==> config.mk <==
export PLATFORM = sky130hd
export DESIGN_NAME = joybus_sniffer_multi
export DESIGN_NICKNAME = d
export VERILOG_FILES = /design/src/rtl/joybus_sniffer_multi.sv
export SDC_FILE = /design/constraint.sdc
export NUM_CORES = 1
export LEC_CHECK = 0
export CAP_MARGIN = 20
export CORE_MARGIN = 2
export CORE_UTILIZATION = 35
export CTS_CLUSTER_SIZE = 10
export DETAILED_ROUTE_END_ITERATION = 7
export GPL_ROUTABILITY_DRIVEN = 0
export PLACE_DENSITY_LB_ADDON = 0.25
export SETUP_SLACK_MARGIN = 0.05
export SLEW_MARGIN = 20
export SYNTH_ARGS = -nofsm -noshare
export SYNTH_HDL_FRONTEND = slang
export SYNTH_SLANG_ARGS = --single-unit
==> constraint.sdc <==
create_clock -name N64_CLK_i -period 2.5 [get_ports N64_CLK_i]
set_input_delay 0.375 -clock N64_CLK_i [delete_from_list [all_inputs] [get_ports N64_CLK_i]]
set_output_delay 0.375 -clock N64_CLK_i [all_outputs]
set_load 0.005 [all_outputs]
==> src/rtl/joybus_sniffer_multi.sv <==
// joybus_sniffer_multi: passive N64 Joybus sniffer for up to four ports with toggle handoff and in-game reset
// Define JOYBUS_IGR_HOLD_EN to require IGR_HOLD_POLLS consecutive combo polls before the reset pulse fires.
module joybus_sniffer_multi #(
  parameter int NUM_PORTS = 1,
  parameter int PRESCALE = 12,
  parameter logic [7:0] CMD_POLL = 8'h01,
  parameter logic [15:0] IGR_COMBO = 16'h3030,
  parameter int IGR_HOLD_POLLS = 30,
  parameter logic [19:0] RST_TICKS = 20'hFFFFF
) (
  input  logic N64_CLK_i,
  input  logic CTRL_nRST,
  input  logic [NUM_PORTS-1:0] CTRL_i,
  input  logic use_igr_i,
  output logic [32*NUM_PORTS-1:0] ctrl_data_o,
  output logic [NUM_PORTS-1:0] data_req_o,
  input  logic [NUM_PORTS-1:0] data_ack_i,
  output logic [NUM_PORTS-1:0] frame_err_o,
  output logic N64_nRST_oe_o
);
  typedef enum logic [1:0] {IDLE, CMD, RSP} state_t;
  localparam int DW = $clog2(PRESCALE + 1);
  localparam logic [DW-1:0] DMAX = DW'(PRESCALE - 1);
  logic [DW-1:0] div;
  logic tick, commit0, match, blocked, fire;
  logic [15:0] pend0;
  logic [19:0] rc;
  assign tick = div == DMAX;
  always_ff @(posedge N64_CLK_i or negedge CTRL_nRST)
    if (!CTRL_nRST) div <= '0;
    else div <= tick ? '0 : div + 1'b1;
  for (genvar p = 0; p < NUM_PORTS; p++) begin : g_port
    state_t st, st_nx;
    logic [1:0] sync;
    logic [2:0] hist;
    logic [7:0] cnt, low_len;
    logic [5:0] nb, nb_nx;
    logic [31:0] sh, sh_nx, pend, data;
    logic pv, req, err, neg, pos, sat, bitv, done, bad, commit;
    assign neg = tick & hist[2] & ~hist[1];
    assign pos = tick & ~hist[2] & hist[1];
    assign sat = cnt == 8'hFF;
    assign bitv = low_len < cnt;
    assign commit = pv & (req == data_ack_i[p]);
    always_ff @(posedge N64_CLK_i or negedge CTRL_nRST)
      if (!CTRL_nRST) begin
        sync <= '0;
        hist <= 3'b111;
        cnt <= '0;
        low_len <= '0;
        st <= IDLE;
        nb <= '0;
        sh <= '0;
        pend <= '0;
        data <= '0;
        pv <= 1'b0;
        req <= 1'b0;
        err <= 1'b0;
      end else begin
        sync <= {sync[0], CTRL_i[p]};
        st <= st_nx;
        nb <= nb_nx;
        sh <= sh_nx;
        if (tick) hist <= {hist[1:0], sync[1]};
        if (tick) cnt <= (neg | pos) ? '0 : sat ? cnt : cnt + 1'b1;
        if (pos) low_len <= cnt;
        // A frame finishing alongside a commit stays pending; latest frame always wins
        if (done) begin
          pend <= sh_nx;
          pv <= 1'b1;
        end else if (commit) pv <= 1'b0;
        if (commit) begin
          data <= pend;
          req <= ~req;
        end
        err <= bad | (err & ~commit);
      end
    always_comb begin
      st_nx = st;
      nb_nx = nb;
      sh_nx = sh;
      done = 1'b0;
      bad = 1'b0;
      if (st == IDLE) begin
        nb_nx = '0;
        sh_nx = '0;
        if (neg & sat) st_nx = CMD;
      end else if (neg) begin
        nb_nx = nb + 1'b1;
        if (st == CMD) begin
          if (nb == 6'd8) begin
            st_nx = (sh[7:0] == CMD_POLL) ? RSP : IDLE;
            nb_nx = '0;
            sh_nx = '0;
          end else sh_nx = {sh[30:0], bitv};
        end else begin
          sh_nx[nb[4:0]] = bitv;
          if (nb == 6'd31) begin
            st_nx = IDLE;
            done = 1'b1;
          end
        end
      end else if (tick & sat) begin
        st_nx = IDLE;
        bad = 1'b1;
      end
    end
    assign ctrl_data_o[32*p +: 32] = data;
    assign data_req_o[p] = req;
    assign frame_err_o[p] = err;
    if (p == 0) begin : g_p0
      assign commit0 = commit;
      assign pend0 = pend[15:0];
    end
  end
  assign match = use_igr_i & (pend0 == IGR_COMBO);
`ifdef JOYBUS_IGR_HOLD_EN
  logic [5:0] hc;
  assign fire = commit0 & match & ~N64_nRST_oe_o & ~blocked & (hc == 6'(IGR_HOLD_POLLS - 1));
  always_ff @(posedge N64_CLK_i or negedge CTRL_nRST)
    if (!CTRL_nRST) hc <= '0;
    else if (commit0) hc <= (~match | fire) ? '0 : (N64_nRST_oe_o | blocked) ? hc : hc + 1'b1;
`else
  assign fire = commit0 & match & ~N64_nRST_oe_o & ~blocked & (IGR_HOLD_POLLS >= 0);
`endif
  // blocked keeps a still-held combo from re-firing until a non-matching poll is seen
  always_ff @(posedge N64_CLK_i or negedge CTRL_nRST)
    if (!CTRL_nRST) begin
      N64_nRST_oe_o <= 1'b0;
      rc <= '0;
      blocked <= 1'b0;
    end else begin
      if (fire) begin
        N64_nRST_oe_o <= 1'b1;
        rc <= RST_TICKS;
      end else if (tick & N64_nRST_oe_o) begin
        if (rc == '0) N64_nRST_oe_o <= 1'b0;
        else rc <= rc - 1'b1;
      end
      blocked <= fire | (blocked & ~(commit0 & ~match));
    end
endmodule

==> flow_results.org <==
** Clock tree
- CTS placed an instance of clkbuf_16 at the clock tree root.
- Clk buf depth :: 2
- Clock tree synthesis found a total of 153 sinks.
- Number of CTS-inserted buffers :: 17
- Clk_lat worst skew :: 0.44 ns
- The number of setup buffers added after CTS is 0.
- CTS tree :: built
- Max H-tree Level :: 4
- Worst-path clk slew :: 0.07 ns

** Worst hold path
- The min-delay analysis places its worst path in the category register to register.
- The startpoint identified for the worst hold timing path is g_port[0].sync[0].

** Power
- The share of total power dissipated in sequential elements is 47.8%.
- Int Power :: 3.96 mW
- For this design the ratio of total power to cell area is 575 nW/um2.
- In this run switching power makes up 24.4% of total power.
- In this run the static leakage power is 3.87 nW.
- Clock network fraction of design power :: 49.0%
- Of the total power, combinational logic draws 3.2%.
- Summed over all nets, the switching power comes to 1.28 mW.
- Maximum vdd ir drop :: 0.000359 V

** Route
- Final routed wirelength across all metal layers :: 18,600 um
- Vias post-DR :: 6,103
- The first detailed-routing pass took 5 iterations.
- Routed WL per cell :: 16.7 um
- DRT iter0 DRCs :: 446
- After detailed routing, the number of vias per cell comes to 5.48.
- DRC violations left :: 0
- The count of nets left with antenna violations once routing finished came out at 0.

** Finish
- Ratio of cells with drive above 1 in the final layout :: 15.9%
- Summing all flip-flop and latch instances after layout gives 3830 um2.
- The filler cells instantiated in the layout total 2,041.
- Area used by multi-input combinational logic :: 3550 um2
- Relative to the synthesized area, the layout overhead comes to 20.1%.
- 0 antenna diodes ended up in the layout.
- In the final design database the tool counted 845 nets.

** Critical path
- Critical path class :: register to register
- At the worst endpoint, the arrival time is 2.62 ns.
- The most critical setup path has its startpoint at rc[0].
- The worst setup path is captured at a register.
- For the worst setup path, the data required time is 2.82 ns.
- The startpoint identified for the worst register-to-register timing path is rc[0].
- Worst Setup Start Kind :: register
- Along the worst path, the maximum fanout reaches 8.

** Floorplanning
- Overall die area :: 22,900 um2
- Die boundary height :: 151 um
- Placeable core area :: 21,200 um2
- Horizontal die dimension :: 151 um
- The floorplan has 53 rows.
- The initial utilization of the core area, before any placement, comes to 35.9%.
- 40 I/O pins were placed.

** Flow run
- Max Cap Violations :: 0

** Timing
- Static timing analysis puts the maximum clock frequency at 435 MHz.
- The final-report hold violation count is 0.
- Counting I/O delays and the setup requirement, the final critical path takes 2.30 ns.
- Once routing completed, OpenROAD measured the worst setup slack at 0.200 ns.
- The count of final max-slew check failures came to 0.
- Setup Viol. Count Final :: 0
- Across the routed clock network, the largest skew measured is 0.0102 ns.
- TNS Setup :: 0 ns
- For the pin with the worst max-slew slack, the measured transition is 0.594 ns.
- Final Cycle Share :: 92.0%
- Setup repair after global routing left no endpoint under its margin.
- Headroom to the max-slew limit came out at 60.2%.

** Yosys
- The most common cell in the synthesized netlist is dfrtp_1.
- Counting distinct cell types in the post-synthesis netlist gives 64.
- Post-synth EDFFs :: 0
- Area fraction of the dominant cell type after synthesis :: 49.5%
- Cell area after synthesis :: 7590 um2
- Counting flops with an async set or reset pin after synthesis yields a share of 100%.
- Number of synthesized register bits :: 153
- Predominant post-synthesis flop cell :: dfrtp_1
- Synth warnings :: 0
- Cell type with the highest aggregate area in the netlist :: dfrtp_1
- Post-synthesis instance total :: 770
- By count the netlist is led by dfrtp_1, nand2_1, nor2_1.
- Yosys attributes the largest share of cell area to dfrtp_1, mux2_2, nand2_1.
- Sequential area share after synthesis :: 50.5%
- Counting every net in the synthesized netlist gives 790.
- Average instance area after synthesis :: 9.86 um2

** Placement
- Buffers on Ports :: 39
- Timing analysis after detailed placement gives a worst setup slack of 0.120 ns.
- Once detailed placement completed, the half-perimeter wirelength came to 12,600 um.

** Outcome
- Run status :: complete, no violations

** GRT
- Entering global routing, the biggest net connects 69 pins.
- Wire length of the first global-routing pass :: 31,200 um
- Across every metal layer, demand over resource in global routing totals 17.4%.
- The number of global-route vias before repair is 5,797.
- The initial antenna violation count is 0.
- Overflow left after global routing :: 0
-- sequential cells by signal (all words and copies together) (netlist names) --
| register | cells |
|---|---|
| ctrl_data_o | 32 |
| g_port.pend | 32 |
| g_port.sh | 31 |
| rc | 20 |
| g_port.cnt | 8 |
| g_port.low_len | 8 |
| g_port.nb | 6 |
| div | 4 |
| g_port.hist | 3 |
| g_port.st | 2 |
| g_port.sync | 2 |
| N64_nRST_oe_o | 1 |
| blocked | 1 |
| data_req_o | 1 |
| frame_err_o | 1 |
| g_port.pv | 1 |
-- repair_timing --
item                                    in CTS  in global routing
gates resized for setup                      0                  6
endpoints found under the setup margin       0                  9
endpoints found under the hold margin       33                  0
hold buffers                                 1                  0
-- power groups by stage --
stage | registers (mW) | clock network (mW) | logic (mW)
after global routing | 2.51 | 2.75 | 0.188
after global placement | 2.55 | 0 | 0.162
after CTS | 2.51 | 2.63 | 0.164
final | 2.51 | 2.57 | 0.166
after floorplan | 2.55 | 0 | 0.0543
after detailed placement | 2.55 | 0 | 0.162
-- worst paths after layout --
path,slack (ns),depth (start not counted),to
max,0.20,7,rc[8]
min,0.36,0,g_port[0].sync[1]
max in group asynchronous,1.41,3,g_port[0].sh[25]
min reg2reg,0.36,0,g_port[0].sync[1]
max reg2reg,0.20,7,rc[8]
min in group asynchronous,0.40,2,rc[17]
-- stage by stage --
step / instances / hold slack, ns / total power, mW / instance area, um2 / util (%)
4_1_cts: 1113 / 0.362 / 5.30 / 9090 / 43.0
3_5_place_dp: 1080 / 0.303 / 2.72 / 8500 / 40.2
3_3_place_gp: 1080 / 0.306 / 2.71 / 8500 / 40.2
5_1_grt: 1113 / 0.366 / 5.44 / 9120 / 43.1
2_1_floorplan: 770 / 0.0794 / 2.60 / 7590 / -
6_report: 1113 / 0.356 / 5.24 / 9120 / 43.1
-- worst max-delay path, cell delays in order, from the launching register on --
cell     delay, ns
dfrtp_1       0.38
inv_1         0.11
ha_1          0.19
or4b_1        0.42
or3_1         0.46
o21ai_4       0.24
nor3_2        0.05
or3b_1        0.34
-- cells in the final DEF, fill, tap and decap left out, types with 4 or more instances in the layout --
cell and count:
a21oi_1 36, buf_12 4, o221ai_1 12, nand2_1 100, nor4_1 11, or2_2 5
xor2_1 5, a22oi_1 21, mux2i_1 5, buf_4 35, nand2b_1 7, nand4b_1 7
nor2b_1 10, nand3_1 19, o21ai_0 55, dfrtp_1 150, or3_1 5, inv_1 17
nand4_1 10, inv_6 6, nor3_1 8, xnor2_1 15, mux2_2 42, a31oi_1 13
clkbuf_16 17, clkdlybuf4s50_1 38, a21o_1 7, o31ai_1 8, and2_1 4, o211ai_1 4
and3_1 11, nor2_1 71, nor4b_1 5, ha_1 15
-- per-layer routing --
| layer | up-vias | GRT usage (%) | wire length [um] |
|---|---|---|---|
| met1 | 3009 | 25.0 | 9020 |
| met2 | 173 | 26.0 | 8440 |
| met5 | - | 0 | 0 |
| met4 | 0 | 4.91 | 167 |
| li1 | 2904 | - | - |
| met3 | 17 | 4.40 | 990 |
-- layout make-up --
| type | count | area share [%] |
|---|---|---|
| flip-flops and latches | 153 | 42.0 |
| multi-input cells | 557 | 38.9 |
| repair buffers | 79 | 8.17 |
| clock buffers | 17 | 4.67 |
| well taps | 275 | 3.77 |
| clock inverters | 15 | 1.73 |
| inverters | 17 | 0.700 |
-- logic make-up after synthesis --
group,count (synthesis),share of synthesized area [%]
flops,153,50.5
xor+xnor,20,2.31
simple gates,293,19.3
buf+inv,60,3.13
compound gates,182,15.4
fa+ha+maj,15,2.47
mux,47,6.89
Power figures use the tool's default switching activity.
